**config.mk**
```make
export PLATFORM = sky130hd
export DESIGN_NAME = matmul_relu_engine
export DESIGN_NICKNAME = d
export VERILOG_FILES = /design/src/rtl/matmul_pkg.sv /design/src/rtl/matmul_relu_engine_mac_lane.sv /design/src/rtl/matmul_relu_engine.sv
export SDC_FILE = /design/constraint.sdc
export NUM_CORES = 2
export LEC_CHECK = 0
export BUFFER_PORTS_ARGS = -buffer_cell sky130_fd_sc_hd__buf_2
export CORE_ASPECT_RATIO = 0.5
export CORE_MARGIN = 1.5
export CORE_UTILIZATION = 60
export DETAILED_ROUTE_END_ITERATION = 8
export PLACE_DENSITY_LB_ADDON = 0.25
export SYNTH_ARGS = -nofsm -noshare
export SYNTH_HDL_FRONTEND = slang
export SYNTH_SLANG_ARGS = --single-unit
export TNS_END_PERCENT = 20
```
**constraint.sdc**
```tcl
create_clock -name clk -period 22.3 [get_ports clk]
set_input_delay 4.46 -clock clk [delete_from_list [all_inputs] [get_ports clk]]
set_output_delay 4.46 -clock clk [all_outputs]
set_load 0.01 [all_outputs]
```
**src/rtl/matmul_pkg.sv**
```systemverilog
// Shared types and helpers for the matmul_relu_engine slice.
// Covers engine states, accumulator width, and flat-bus element offsets.
package matmul_pkg;

  typedef enum logic [1:0] {
    IDLE    = 2'd0,
    COMPUTE = 2'd1,
    DONE    = 2'd2
  } state_t;

  // Wide enough to hold the sum of n full-scale signed products without overflow.
  function automatic int acc_width(input int n, input int dw);
    return 2 * dw + $clog2(n);
  endfunction

  function automatic int ab_lsb(input int r, input int c, input int n, input int dw);
    return (r * n + c) * dw;
  endfunction

  function automatic int c_lsb(input int r, input int c, input int n, input int aw);
    return (r * n + c) * aw;
  endfunction

endpackage

```
**src/rtl/matmul_relu_engine_mac_lane.sv**
```systemverilog
// One MAC lane: a signed DWxDW multiply whose product is sign-extended and
// added to an externally stored AW-bit accumulator value.
module mac_lane
  import matmul_pkg::*;
#(
  parameter int DW = 16,
  parameter int AW = 33
) (
  input  logic                 clr,
  input  logic                 en,
  input  logic signed [DW-1:0] a,
  input  logic signed [DW-1:0] b,
  input  logic signed [AW-1:0] acc_in,
  output logic signed [AW-1:0] acc_out
);

  logic signed [2*DW-1:0] prod;

  assign prod = a * b;

  always_comb begin
    acc_out = acc_in;
    if (clr) begin
      acc_out = '0;
    end else if (en) begin
      acc_out = acc_in + AW'(prod);
    end
  end

endmodule

```
**src/rtl/matmul_relu_engine.sv**
```systemverilog
// Sequential NxN signed matrix multiplier with optional ReLU on the result.
// One row slice (N MACs) per cycle; the result is held until the consumer takes it.
module matmul_relu_engine
  import matmul_pkg::*;
#(
  parameter int N  = 2,
  parameter int DW = 16,
  parameter int AW = acc_width(N, DW)
) (
  input  logic                clk,
  input  logic                rst_n,
  input  logic                in_valid,
  output logic                in_ready,
  input  logic                relu_en,
  input  logic [N*N*DW-1:0]   a_flat,
  input  logic [N*N*DW-1:0]   b_flat,
  output logic                out_valid,
  input  logic                out_ready,
  output logic [N*N*AW-1:0]   c_flat
);

  localparam int CW = $clog2(N);
  localparam logic [CW-1:0] LAST = CW'(N - 1);

  state_t                state_reg, state_next;
  logic [CW-1:0]         i_reg, k_reg;
  logic                  relu_reg;
  logic signed [DW-1:0]  a_reg   [N][N];
  logic signed [DW-1:0]  b_reg   [N][N];
  logic signed [AW-1:0]  acc_reg [N][N];
  logic signed [AW-1:0]  lane_out [N];
  logic                  accept;
  logic                  step;

  always_comb begin
    state_next = state_reg;
    in_ready   = 1'b0;
    out_valid  = 1'b0;
    accept     = 1'b0;
    step       = 1'b0;
    case (state_reg)
      IDLE: begin
        in_ready = 1'b1;
        if (in_valid) begin
          accept     = 1'b1;
          state_next = COMPUTE;
        end
      end
      COMPUTE: begin
        step = 1'b1;
        if (i_reg == LAST && k_reg == LAST) begin
          state_next = DONE;
        end
      end
      DONE: begin
        out_valid = 1'b1;
        if (out_ready) begin
          state_next = IDLE;
        end
      end
      default: state_next = IDLE;
    endcase
  end

  always_ff @(posedge clk or negedge rst_n) begin
    if (!rst_n) begin
      state_reg <= IDLE;
    end else begin
      state_reg <= state_next;
    end
  end

  // k walks the inner dimension; i advances to the next row when k wraps.
  always_ff @(posedge clk or negedge rst_n) begin
    if (!rst_n) begin
      i_reg    <= '0;
      k_reg    <= '0;
      relu_reg <= 1'b0;
    end else if (accept) begin
      i_reg    <= '0;
      k_reg    <= '0;
      relu_reg <= relu_en;
    end else if (step) begin
      if (k_reg == LAST) begin
        k_reg <= '0;
        i_reg <= (i_reg == LAST) ? '0 : i_reg + 1'b1;
      end else begin
        k_reg <= k_reg + 1'b1;
      end
    end
  end

  // Lanes output zero while clr is high, so the accept cycle clears every row.
  always_ff @(posedge clk or negedge rst_n) begin
    if (!rst_n) begin
      for (int r = 0; r < N; r++) begin
        for (int c = 0; c < N; c++) begin
          a_reg[r][c]   <= '0;
          b_reg[r][c]   <= '0;
          acc_reg[r][c] <= '0;
        end
      end
    end else begin
      for (int r = 0; r < N; r++) begin
        for (int c = 0; c < N; c++) begin
          if (accept) begin
            a_reg[r][c]   <= a_flat[ab_lsb(r, c, N, DW) +: DW];
            b_reg[r][c]   <= b_flat[ab_lsb(r, c, N, DW) +: DW];
            acc_reg[r][c] <= lane_out[c];
          end else if (step && i_reg == CW'(r)) begin
            acc_reg[r][c] <= lane_out[c];
          end
        end
      end
    end
  end

  for (genvar gi = 0; gi < N; gi++) begin : g_lane
    mac_lane #(
      .DW(DW),
      .AW(AW)
    ) u_lane (
      .clr     (accept),
      .en      (step),
      .a       (a_reg[i_reg][k_reg]),
      .b       (b_reg[k_reg][gi]),
      .acc_in  (acc_reg[i_reg][gi]),
      .acc_out (lane_out[gi])
    );
  end

  for (genvar gi = 0; gi < N; gi++) begin : g_row
    for (genvar gj = 0; gj < N; gj++) begin : g_col
      assign c_flat[c_lsb(gi, gj, N, AW) +: AW] =
        (relu_reg && acc_reg[gi][gj][AW-1]) ? '0 : acc_reg[gi][gj];
    end
  end

endmodule

```
==> reports/metrics.cfg <==
[route]
via_per_inst = 5.58
drt_iter0_drc = 1890
wl_per_cell_microns = 18.8
wl_microns = 88000
vias = 26135
firstDrtPassIters = 6
antenna_left = 0
drc = 0

[timing]
rsz0062_at_grt = no
hold_slack_ns = 0.472
hold_violations = 0
slew_headroom_pct = 26.9
fmax_mhz = 119
tns_ns = 0
period_needed_ns = 8.41
fin_skew_ns = 0.0405
fin_crit_sh_pct = 37.7
setup-violations-final = 0
report.final.slew_viol_count = 0
worst_pin_slew_ns = 1.07

[placement]
port_buffers = 266
place_inst = 4640
finalWeightedCongestion = 0.954
hpwl_microns = 69300

[layout]
largest_reg_flops = 132
nets = 4843
final_cell_mix = nand2_1, inv_1, fa_1
drive_gt1_share_pct = 12.3
final_cells = 4687
diodes = 0
final_common_cell = nand2_1
fin_util_pct = 66.5
area_delta_synth_final_pct = 8.72

[yosys]
avgSynthCellArea_sq_um = 9.12
synth-seq-cells = 265
synthTopCellsByArea = fa_1, dfrtp_1, nand2_1
synth.distinct_cells = 68
synth-adder-area-share_pct = 42.4
synthMuxAreaShare_pct = 4.61
synth_xor_area_share_pct = 1.97
synth_top_family_by_area = adder cells
synth_compound_area_share_pct = 6.46
syn_inst = 3747
syn-cell-area_sq_um = 34200
synth_flop_cell = dfrtp_1
synth_simple_gate_area_share_pct = 15.7
synth_nets = 4678
async_reset_ff_share_pct = 100
synth_edf_count = 0
yosysTopAreaCell = fa_1
synth-seq-area-share_pct = 19.4
yosys_warnings = 0
synth_top_area_share_pct = 35.0

[cts]
cts_hold_buf = 0
cts_tree = built
htree_levels = 1
cts_root_buf = clkbuf_16
cts.sinks = 265
cts_resized = 0
cts_setup_buffers = 0
clock_latency_ns = 0.60
clockBufferDepth = 3
clk_pin_slew_ns = 0.07
numCtsBuffers = 26

[floorplanning]
design.portCount = 267
die_x_microns = 340
rows = 61
initial_core_util_pct = 61.1
core_region_area_sq_um = 55900
dieArea_sq_um = 58500
fp.dieH_microns = 172

[setup_path]
r2r_start = k_reg
r2r_cells = 23
crit_fanout = 74
crit_path_start = k_reg
critPathKind = register to register
critPathCaptureType = register
arrival_ns = 8.94
worst_setup_path_start_kind = register
crit_required_ns = 22.83

[global_routing]
antenna_found_initial = 0
grt_pass1_wl_microns = 141000
grt_max_degree = 149
first_global_vias = 27363
grt_usage_pct = 30.8
grt.overflow.total = 0

[outcome]
status = completed

[job]
drv_cap = 0

[hold_path]
hold_class = register to register
hold_start = a_reg[28]
holdPathStages = 2

==> final cells by class <==
class | count | area [sq um]
sequential | 265 | 6640
multi-input combinational | 2623 | 24400
fill | 4571 | 18700
tap | 756 | 946
clock buffer | 37 | 772
inverter | 684 | 2570
clock inverter | 10 | 158
timing repair buffer | 312 | 1700
==> worst max-delay path, cell delays in order, from the launching register on <==
cell and delay [ns]:
dfrtp_4 0.67, buf_4 0.73, o21a_1 0.97, nand2_1 0.15, fa_1 0.51, fa_1 0.58
fa_1 0.45, fa_1 0.55, inv_1 0.05, fa_1 0.49, inv_1 0.05, fa_1 0.48
inv_1 0.04, ha_1 0.32, a21oi_1 0.19, nand2_1 0.09, o31ai_2 0.35, o221a_2 0.31
o21ai_2 0.10, and4_1 0.22, a21oi_2 0.29, o21ai_1 0.18, or4_1 0.43, nand3_1 0.10
==> worst paths after layout <==
kind	slack, ns	end
max	13.89	acc_reg[131]
min	0.47	a_reg[28]
max reg2reg	13.89	acc_reg[131]
min reg2reg	0.47	a_reg[28]
max in group asynchronous	16.88	k_reg
min in group asynchronous	3.86	acc_reg[124]
==> cells by family after synthesis <==
kind of cell / count (synthesis)
simple gates: 1275
buf+inv: 859
fa+ha+maj: 798
compound gates: 328
flops: 265
mux: 145
xor+xnor: 77
==> metal layers <==
| metal | GRT usage (%) | vias to the layer above | share of wire, % |
|---|---|---|---|
| met5 | 0 | - | 0 |
| met4 | 10.1 | 0 | 3.4 |
| met3 | 5.98 | 217 | 7.6 |
| met2 | 53.8 | 869 | 51 |
| met1 | 38.8 | 13373 | 38 |
| li1 | - | 11676 | - |
==> cell usage after synthesis (4+ instances only) <==
cell type	number
nand2_1	738
inv_1	683
fa_1	598
nor2_1	295
dfrtp_1	265
ha_1	200
clkbuf_1	154
and2_1	135
mux2_2	97
o21ai_0	90
a22o_1	56
xnor2_1	54
a21oi_1	48
mux2i_1	47
nand2b_1	33
a21o_1	28
o21a_1	23
xor2_1	23
buf_1	18
nand3_1	17
o21ai_1	16
nor2b_1	14
nor3_1	13
a31oi_1	9
and3_1	7
nand4_1	7
o21bai_1	7
o31ai_1	6
a211o_1	5
o211ai_1	5
a211oi_1	4
a21oi_2	4
or3_1	4
==> stage by stage <==
stage	cell area, sq um	setup WS, ns
detailed placement	36200	14.02
global route	37100	13.40
global placement	36200	14.17
CTS	37100	14.00
finish	37100	13.89
floorplan	34200	14.72
Power is left out: the tool's default activity adds up to more than one toggle a clock period on the data nets, which glitch-free logic cannot reach.
